$ cat src/rtl/tt_um_digiota_ctrl.sv
// -----------------------------------------------------------------------------
// tt_um_digiota_ctrl
//   SPI mode-0 target giving access to four 8-bit registers:
//     REG0..REG2 read/write, REG3 read-only count of committed writes.
//   Frame (MSB first, 16 bits): [15] W (1 write / 0 read), [14:8] address,
//   [7:0] data. Addresses 4..127 are invalid (reads return 0x00).
//
// Ports
//   clk      system clock
//   rst_n    asynchronous active-low reset
//   ena      tile enable (ignored)
//   ui_in    [0] SCK, [1] MOSI, [2] CS_N, [7:3] unused
//   uo_out   REG0
//   uio_in   unused
//   uio_out  [0] MISO, [7:1] REG1[7:1]
//   uio_oe   [0] constant 1, [7:1] REG2[7:1]
// -----------------------------------------------------------------------------
module tt_um_digiota_ctrl #(
   parameter int SYNC_STAGES = 2
) (
   input  logic       clk,
   input  logic       rst_n,
   input  logic       ena,
   input  logic [7:0] ui_in,
   output logic [7:0] uo_out,
   input  logic [7:0] uio_in,
   output logic [7:0] uio_out,
   output logic [7:0] uio_oe
);

   typedef enum logic [1:0] {IDLE, CMD, DATA, DONE} state_t;

   localparam logic [1:0] FLUSH_N = 2'(SYNC_STAGES);

   // Pins that exist on the tile but carry no function here.
   logic unused_ok;
   assign unused_ok = &{1'b0, ena, ui_in[7:3], uio_in};

   // ---------------------------------------------------------------------------
   // Input synchronizers and edge detection
   // ---------------------------------------------------------------------------
   logic [SYNC_STAGES-1:0] sck_sync_q, mosi_sync_q, csn_sync_q;
   logic                   sck_prev_q, csn_prev_q;
   logic [1:0]             flush_cnt_q;
   logic                   armed_q;
   logic                   sck_s, mosi_s, csn_s;
   logic                   sck_rise, sck_fall, cs_fall;

   assign sck_s  = sck_sync_q[SYNC_STAGES-1];
   assign mosi_s = mosi_sync_q[SYNC_STAGES-1];
   assign csn_s  = csn_sync_q[SYNC_STAGES-1];

   assign sck_rise = sck_s & ~sck_prev_q;
   assign sck_fall = ~sck_s & sck_prev_q;
   // A CS_N fall only counts once CS_N has really been seen high after reset,
   // so a chip select held low across reset cannot reopen the aborted frame.
   assign cs_fall  = armed_q & csn_prev_q & ~csn_s;

   // NOTE: every flop here is updated with <= so all registers sample the
   // pre-edge values; blocking assignments would collapse the shift chains.
   always_ff @(posedge clk or negedge rst_n) begin
      if (!rst_n) begin
         sck_sync_q  <= '0;
         mosi_sync_q <= '0;
         csn_sync_q  <= '1;
         sck_prev_q  <= 1'b0;
         csn_prev_q  <= 1'b1;
         flush_cnt_q <= '0;
         armed_q     <= 1'b0;
      end else begin
         sck_sync_q  <= {sck_sync_q[SYNC_STAGES-2:0],  ui_in[0]};
         mosi_sync_q <= {mosi_sync_q[SYNC_STAGES-2:0], ui_in[1]};
         csn_sync_q  <= {csn_sync_q[SYNC_STAGES-2:0],  ui_in[2]};
         sck_prev_q  <= sck_s;
         csn_prev_q  <= csn_s;
         // Wait until the reset values have left the chain before trusting CS_N.
         if (flush_cnt_q != FLUSH_N) flush_cnt_q <= flush_cnt_q + 2'd1;
         if (flush_cnt_q == FLUSH_N && csn_s) armed_q <= 1'b1;
      end
   end

   // ---------------------------------------------------------------------------
   // Frame FSM and register file
   // ---------------------------------------------------------------------------
   state_t     state_q, state_d;
   logic [3:0] bit_cnt_q, bit_cnt_d;
   logic [6:0] shift_q, shift_d;
   logic       wr_q, wr_d;
   logic [6:0] addr_q, addr_d;
   logic [7:0] rd_sr_q, rd_sr_d;
   logic       miso_q, miso_d;
   logic [7:0] reg0_q, reg0_d, reg1_q, reg1_d, reg2_q, reg2_d, wcnt_q, wcnt_d;
   logic [7:0] data_byte, rd_mux;

   // Byte completed by the current rising edge: seven earlier bits plus MOSI.
   assign data_byte = {shift_q, mosi_s};

   always_comb begin
      unique case (data_byte[6:0])
         7'd0:    rd_mux = reg0_q;
         7'd1:    rd_mux = reg1_q;
         7'd2:    rd_mux = reg2_q;
         7'd3:    rd_mux = wcnt_q;
         default: rd_mux = 8'h00;
      endcase
   end

   // NOTE: each _d gets its current value first, so every path through the
   // case assigns it and no latch can be inferred.
   always_comb begin
      state_d   = state_q;
      bit_cnt_d = bit_cnt_q;
      shift_d   = shift_q;
      wr_d      = wr_q;
      addr_d    = addr_q;
      rd_sr_d   = rd_sr_q;
      miso_d    = miso_q;
      reg0_d    = reg0_q;
      reg1_d    = reg1_q;
      reg2_d    = reg2_q;
      wcnt_d    = wcnt_q;

      unique case (state_q)
         IDLE: begin
            miso_d = 1'b0;
            if (cs_fall) begin
               state_d   = CMD;
               bit_cnt_d = '0;
            end
         end
         CMD: begin
            if (csn_s) begin
               state_d = IDLE;
            end else if (sck_rise) begin
               shift_d   = data_byte[6:0];
               bit_cnt_d = bit_cnt_q + 4'd1;
               if (bit_cnt_q == 4'd7) begin
                  state_d = DATA;
                  wr_d    = data_byte[7];
                  addr_d  = data_byte[6:0];
                  rd_sr_d = rd_mux;
                  miso_d  = 1'b0;
               end
            end
         end
         DATA: begin
            // CS_N is checked first: it wins over a coincident 16th edge.
            if (csn_s) begin
               state_d = IDLE;
            end else if (sck_fall && !wr_q) begin
               miso_d  = rd_sr_q[7];
               rd_sr_d = {rd_sr_q[6:0], 1'b0};
            end else if (sck_rise) begin
               shift_d   = data_byte[6:0];
               bit_cnt_d = bit_cnt_q + 4'd1;
               if (bit_cnt_q == 4'd15) begin
                  state_d = DONE;
                  if (wr_q) begin
                     unique case (addr_q)
                        7'd0:    begin reg0_d = data_byte; wcnt_d = wcnt_q + 8'd1; end
                        7'd1:    begin reg1_d = data_byte; wcnt_d = wcnt_q + 8'd1; end
                        7'd2:    begin reg2_d = data_byte; wcnt_d = wcnt_q + 8'd1; end
                        default: ;
                     endcase
                  end
               end
            end
         end
         DONE: begin
            if (csn_s) state_d = IDLE;
         end
         default: state_d = IDLE;
      endcase
   end

   // NOTE: the four user registers are plain flops, so all of them are reset;
   // there is no RAM here that would have to be left unreset.
   always_ff @(posedge clk or negedge rst_n) begin
      if (!rst_n) begin
         state_q   <= IDLE;
         bit_cnt_q <= '0;
         shift_q   <= '0;
         wr_q      <= 1'b0;
         addr_q    <= '0;
         rd_sr_q   <= '0;
         miso_q    <= 1'b0;
         reg0_q    <= '0;
         reg1_q    <= '0;
         reg2_q    <= '0;
         wcnt_q    <= '0;
      end else begin
         state_q   <= state_d;
         bit_cnt_q <= bit_cnt_d;
         shift_q   <= shift_d;
         wr_q      <= wr_d;
         addr_q    <= addr_d;
         rd_sr_q   <= rd_sr_d;
         miso_q    <= miso_d;
         reg0_q    <= reg0_d;
         reg1_q    <= reg1_d;
         reg2_q    <= reg2_d;
         wcnt_q    <= wcnt_d;
      end
   end

   // ---------------------------------------------------------------------------
   // Outputs
   // ---------------------------------------------------------------------------
   logic miso;
   assign miso    = miso_q & (state_q == DATA) & ~wr_q;
   assign uo_out  = reg0_q;
   assign uio_out = {reg1_q[7:1], miso};
   assign uio_oe  = {reg2_q[7:1], 1'b1};

endmodule

$ cat config.mk
export PLATFORM = sky130hd
export DESIGN_NAME = tt_um_digiota_ctrl
export DESIGN_NICKNAME = d
export VERILOG_FILES = /design/src/rtl/tt_um_digiota_ctrl.sv
export SDC_FILE = /design/constraint.sdc
export NUM_CORES = 1
export LEC_CHECK = 0
export CAP_MARGIN = 20
export CORE_MARGIN = 1.5
export CORE_UTILIZATION = 47
export CTS_CLUSTER_DIAMETER = 50
export DETAILED_ROUTE_END_ITERATION = 12
export GPL_ROUTABILITY_DRIVEN = 0
export PLACE_DENSITY = 0.69
export SLEW_MARGIN = 15
export SYNTH_ARGS = -nofsm -noshare
export SYNTH_HDL_FRONTEND = slang
export SYNTH_SLANG_ARGS = --single-unit
$ cat constraint.sdc
create_clock -name clk -period 4.51 [get_ports clk]
set_clock_uncertainty 0.1 [all_clocks]
set_input_delay 0.902 -clock clk [delete_from_list [all_inputs] [get_ports clk]]
set_output_delay 0.902 -clock clk [all_outputs]
set_load 0.01 [all_outputs]
==> results.toml, run 1 <==
[clocking]
htreeDepth = 3
postCtsHoldBufs = 0
clkTransAtPathRegs_ps = 90
postCtsSetupBuffers = 0
cts_buffers = 9
cts_tree = "built"
clkLatencyLatePin_ps = 350
clk_path_buf_depth = 2
root_buffer = "clkbuf_8"
cts.sinks = 73
cts_resized = 0

[run_status]
outcome = "complete, no violations"

[synthesis]
netlist_instances = 275
ys_warn_count = 0
synth_area_um2 = 3540
avgSynthCellArea_um2 = 12.9
ys.flop_type = "dfrtp_1"
synth-seq-cells = 73
synth.top_cell.area_share = 0.494
yosysUniqueCellTypes = 52
syn_nets = 302
async_flop_share = 1.00
ys_seq_area_frac = 0.516
synthTopCellsByCount = "dfrtp_1 (70), nand2_1 (31), mux2_2 (25)"
synth_edf_count = 0
ys_top_cells_by_area = "dfrtp_1 (49%), mux2_2 (7.9%), mux4_2 (5.1%)"
synth_top_area_cell = "dfrtp_1"
synth.most_common_cell = "dfrtp_1"

[cells_and_area]
nets = 316
seq_area_um2 = 1830
fillers = 663
fin_area_um2 = 3970
multi_input_comb_area_um2 = 1520
n_antenna_cell = 0
syn_to_final_growth_pct = 12.0
final_cells = 393
drive_gt1_frac = 0.235

[detailed_routing]
ant_nets = 0
vias_per_cell = 5.51
dr.pass1.iters = 4
vias = 2166
drtIter0Drc = 56
routed_wl_mm = 6.53
wl_per_cell_um = 16.6
drcViolationCount = 0

[sta]
setup_ws_ps = 1470
tightestPinTransition_ps = 997
fmax_mhz = 329
fin_setup_tns_ps = 0
rsz0062_at_grt = "false"
hold_viol = 0
drv_slew = 0
min_period_ps = 3040
slew_headroom = 0.330
fin_crit_sh = 0.675
setup_viol = 0

[die]
die_width_um = 89.8
core_area_um2 = 7290
die_area_um2 = 8070
ios = 43
rows = 31
initial_utilization = 0.486
die_y_um = 89.8

[grt]
gr-usage-met2 = 0.275
grt_max_degree = 74
grt_use_met3 = 0.0347
grt_pass1_wl_mm = 11.4
first_global_vias = 2169
grt_use_total = 0.179
busiest_layer = "met2"
gr-total-overflow = 0
use_met1 = 0.250
antenna_found_initial = 0

[place]
port_buffers = 27
placed_cell_area_um2 = 3770
dp_slack_ps = 1850
dp_hpwl_mm = 4.37
dp.cells = 377

[min_path]
hp-class = "reg2reg"

[worst_setup_path]
critical_path_arrival_ps = 2040
critPathMaxFanout = 13
crit_type = "reg2out"
crit_path_max_incr_delay_ps = 530
critPathTopFamily = "buffers and inverters"
start_kind = "register"
cp_cell_sequence = "inv_1, ha_1, and3b_1, clkdlybuf4s50_1"
cp_num_buf_inv = 2
critical-path-slowest-cell = "clkdlybuf4s50_1"
cp_data_required_time_ps = 3510
worst_setup_path_end_kind = "primary output"

[power]
internal_power_mw = 1.14
switching_share = 0.327
ir_drop_mv = 0.235
finalPower_mw = 1.70
p_sw_mw = 0.556
p_seq_frac = 0.479
power_frac_comb = 0.211
clockPowerShare = 0.310
power_leakage_nw = 1.85
powerDensity_nw_per_um2 = 428

[run]
maxCapViolCount = 0
final timing paths:
kind	startpoint	endpoint	slack, ps	depth (start not counted)
worst max-delay path	state_q[0]	uio_out[0]	1470	4
worst min-delay path	mosi_sync_q[0]	mosi_sync_q[1]	250	0
worst max register to register	state_q[0]	uo_out[7]	1830	6
worst min register to register	mosi_sync_q[0]	mosi_sync_q[1]	250	0
max in group asynchronous	rst_n	shift_q[3]	3160	1
min in group asynchronous	rst_n	bit_cnt_q[0]	560	1
placed cells by master (no fill, tap or decap), types with 2 or more instances in the layout:
cell,synthesis,layout
clkinv_2,0,2
a21o_1,2,2
ha_1,8,8
nor4bb_1,2,2
nand2_1,31,31
o21ai_0,4,4
a21boi_0,2,2
nand3_1,4,4
a221o_1,8,8
nand4_1,2,2
mux2_4,8,8
xnor2_1,3,3
nor4_1,2,2
clkbuf_8,0,10
nor3b_1,8,8
a21oi_1,2,2
nor2_1,10,10
mux2_2,25,25
or3_1,2,2
dfrtp_1,70,70
nor3b_4,2,2
dfstp_2,3,3
a22o_1,2,2
nand2b_1,4,4
clkdlybuf4s50_1,0,26
xor2_1,5,5
nor3_1,4,4
inv_1,8,8
mux4_2,8,8
worst register-to-register path, delay by kind of cell (launching register included):
| family | cells | cell delay [ps] |
|---|---|---|
| and+or+nand+nor | 3 | 1120 |
| muxes | 1 | 390 |
| adders and majority gates | 1 | 410 |
| DFF | 1 | 410 |
| buffers and inverters | 1 | 140 |
flip-flops by register name (all words and copies together), names as in the netlist:
signal / count
rd_sr_q: 8
reg1_q: 8
reg2_q: 8
uo_out: 8
wcnt_q: 8
addr_q: 7
shift_q: 7
bit_cnt_q: 4
csn_sync_q: 2
flush_cnt_q: 2
mosi_sync_q: 2
sck_sync_q: 2
state_q: 2
armed_q: 1
csn_prev_q: 1
miso_q: 1
sck_prev_q: 1
wr_q: 1
cell families after synthesis:
| kind of cell | Yosys count | synth area share |
|---|---|---|
| AOI/OAI and AO/OA | 29 | 0.0674 |
| xor gates and xnor gates | 8 | 0.0198 |
| adders and majority gates | 8 | 0.0282 |
| buffers and inverters | 32 | 0.0558 |
| DFF | 73 | 0.516 |
| muxes | 42 | 0.167 |
| other | 1 | 0.00106 |
| and+or+nand+nor | 82 | 0.144 |
power by group through the flow:
stage / combinational, mW / sequential, mW / clock, mW
floorplan: 0.309 / 0.770 / 0
global placement: 0.349 / 0.823 / 0
detailed placement: 0.358 / 0.827 / 0
CTS: 0.362 / 0.814 / 0.535
global route: 0.406 / 0.827 / 0.566
finish: 0.359 / 0.814 / 0.527
metal layers:
layer	wire (um)	share of wire
met4	98	0.015
met3	196	0.030
met1	3170	0.49
met2	3060	0.47
met5	0	0
stage by stage:
step	utilization	hold slack [ps]
3_5_place_dp	0.517	236
2_1_floorplan	-	231
3_3_place_gp	0.517	232
5_1_grt	0.545	264
6_report	0.545	253
4_1_cts	0.545	255
cell type report:
class                      count  share of cell area
inverter                       8             0.00756
tap                           99              0.0312
clock buffer                  10              0.0347
sequential                    73               0.461
timing repair buffer          27              0.0674
multi-input combinational    170               0.382
clock inverter                 6              0.0164
(Power assumes the default switching activity.)
==> run 2, diff against run 1 <==
- PLACE_DENSITY: 0.69 -> 0.72
- clock period: 4.51 -> 2.7 ns (I/O delays scaled with it)
==> results.toml, run 2 (synthesis gave the netlist of run 1 again) <==
[clocking]
cts_resized = 0
postCtsHoldBufs = 0
cts.sinks = 73
clkTransAtPathRegs_ps = 80
clk_path_buf_depth = 2
htreeDepth = 3
cts_buffers = 9
root_buffer = "clkbuf_8"
clkLatencyLatePin_ps = 340
cts_tree = "built"
postCtsSetupBuffers = 0

[die]
die_width_um = 89.8
initial_utilization = 0.486
die_y_um = 89.8
die_area_um2 = 8070
core_area_um2 = 7290
rows = 31
ios = 43

[grt]
gr-total-overflow = 0
antenna_found_initial = 0
first_global_vias = 2148
grt_pass1_wl_mm = 11.0
grt_use_total = 0.174
grt_max_degree = 74

[sta]
min_period_ps = 2570
hold_viol = 0
fin_setup_tns_ps = 0
fmax_mhz = 390
slew_headroom = 0.405
tightestPinTransition_ps = 892
fin_crit_sh = 0.951
rsz0062_at_grt = "false"
setup_ws_ps = 133
drv_slew = 0
hold_ws_ps = 212
setup_viol = 0

[power]
ir_drop_mv = 0.369
powerDensity_nw_per_um2 = 715
switching_share = 0.319
power_leakage_nw = 1.87
p_seq_frac = 0.470
internal_power_mw = 1.95
clockPowerShare = 0.307
power_frac_comb = 0.224
p_sw_mw = 0.914
finalPower_mw = 2.86

[cells_and_area]
final_common_cell = "dfrtp_1"
final_core_util = 0.549
final_cells = 397
nets = 320
syn_to_final_growth_pct = 13.0
layout_common_cells = "dfrtp_1 (70), nand2_1 (31), clkdlybuf4s50_1 (26)"
n_antenna_cell = 0
drive_gt1_frac = 0.242
fin_area_um2 = 4010

[place]
placed_cell_area_um2 = 3800
dp.cells = 381
port_buffers = 27
dp_slack_ps = 320
dp_hpwl_mm = 4.44

[run]
maxCapViolCount = 0

[detailed_routing]
drtIter0Drc = 103
vias = 2160
ant_nets = 0
wl_per_cell_um = 16.6
drcViolationCount = 0
routed_wl_mm = 6.58
vias_per_cell = 5.44
dr.pass1.iters = 4

[worst_setup_path]
critical_path_arrival_ps = 1930
start_kind = "register"
critPathMaxFanout = 12
cp_data_required_time_ps = 2060
worst_setup_path_end_kind = "primary output"
crit_type = "reg2out"

[min_path]
hp-class = "in2async"

[run_status]
outcome = "complete, no violations"
run 2: changes by cell type in the layout (fill, tap and decap cells not counted), sizes merged:
cell	before	now
buf	1	5
clkbuf	10	12
clkinv	3	1
run 2: area by class of cell:
type,instances,area [um2]
clock buffer,12,155
fill,622,3290
timing repair buffer,31,298
inverter,8,30.0
clock inverter,4,51.3
multi-input combinational,170,1520
tap,99,124
sequential,73,1830
run 2: power by group through the flow:
stage	clock, mW	combinational [mW]	sequential [mW]
2_1_floorplan	0	0.516	1.29
3_3_place_gp	0	0.619	1.36
4_1_cts	0.894	0.645	1.34
6_report	0.878	0.641	1.35
3_5_place_dp	0	0.642	1.36
5_1_grt	0.948	0.716	1.37
run 2: critical path: stages (launching register included):
cell and delay [ps]:
dfrtp_1 410, inv_1 140, ha_1 170, buf_4 180, and3b_1 170, clkdlybuf4s50_1 530
run 2: path summary, 6_finish.rpt:
check | startpoint | end | slack (ps) | depth (start not counted)
min reg2reg | mosi_sync_q[0] | mosi_sync_q[1] | 250 | 0
min in group clk | mosi_sync_q[0] | mosi_sync_q[1] | 250 | 0
max in group asynchronous | rst_n | rd_sr_q[7] | 1700 | 1
min | rst_n | bit_cnt_q[0] | 210 | 1
max | state_q[0] | uio_out[0] | 130 | 5
max reg2reg | state_q[0] | uo_out[4] | 320 | 6
run 2: layer usage:
metal,part of all wire,up-vias,GRT usage
met5,0,-,0
met4,0.020,0,0.0780
met3,0.039,12,0.0338
met2,0.47,56,0.273
met1,0.47,1082,0.234
li1,-,1010,-
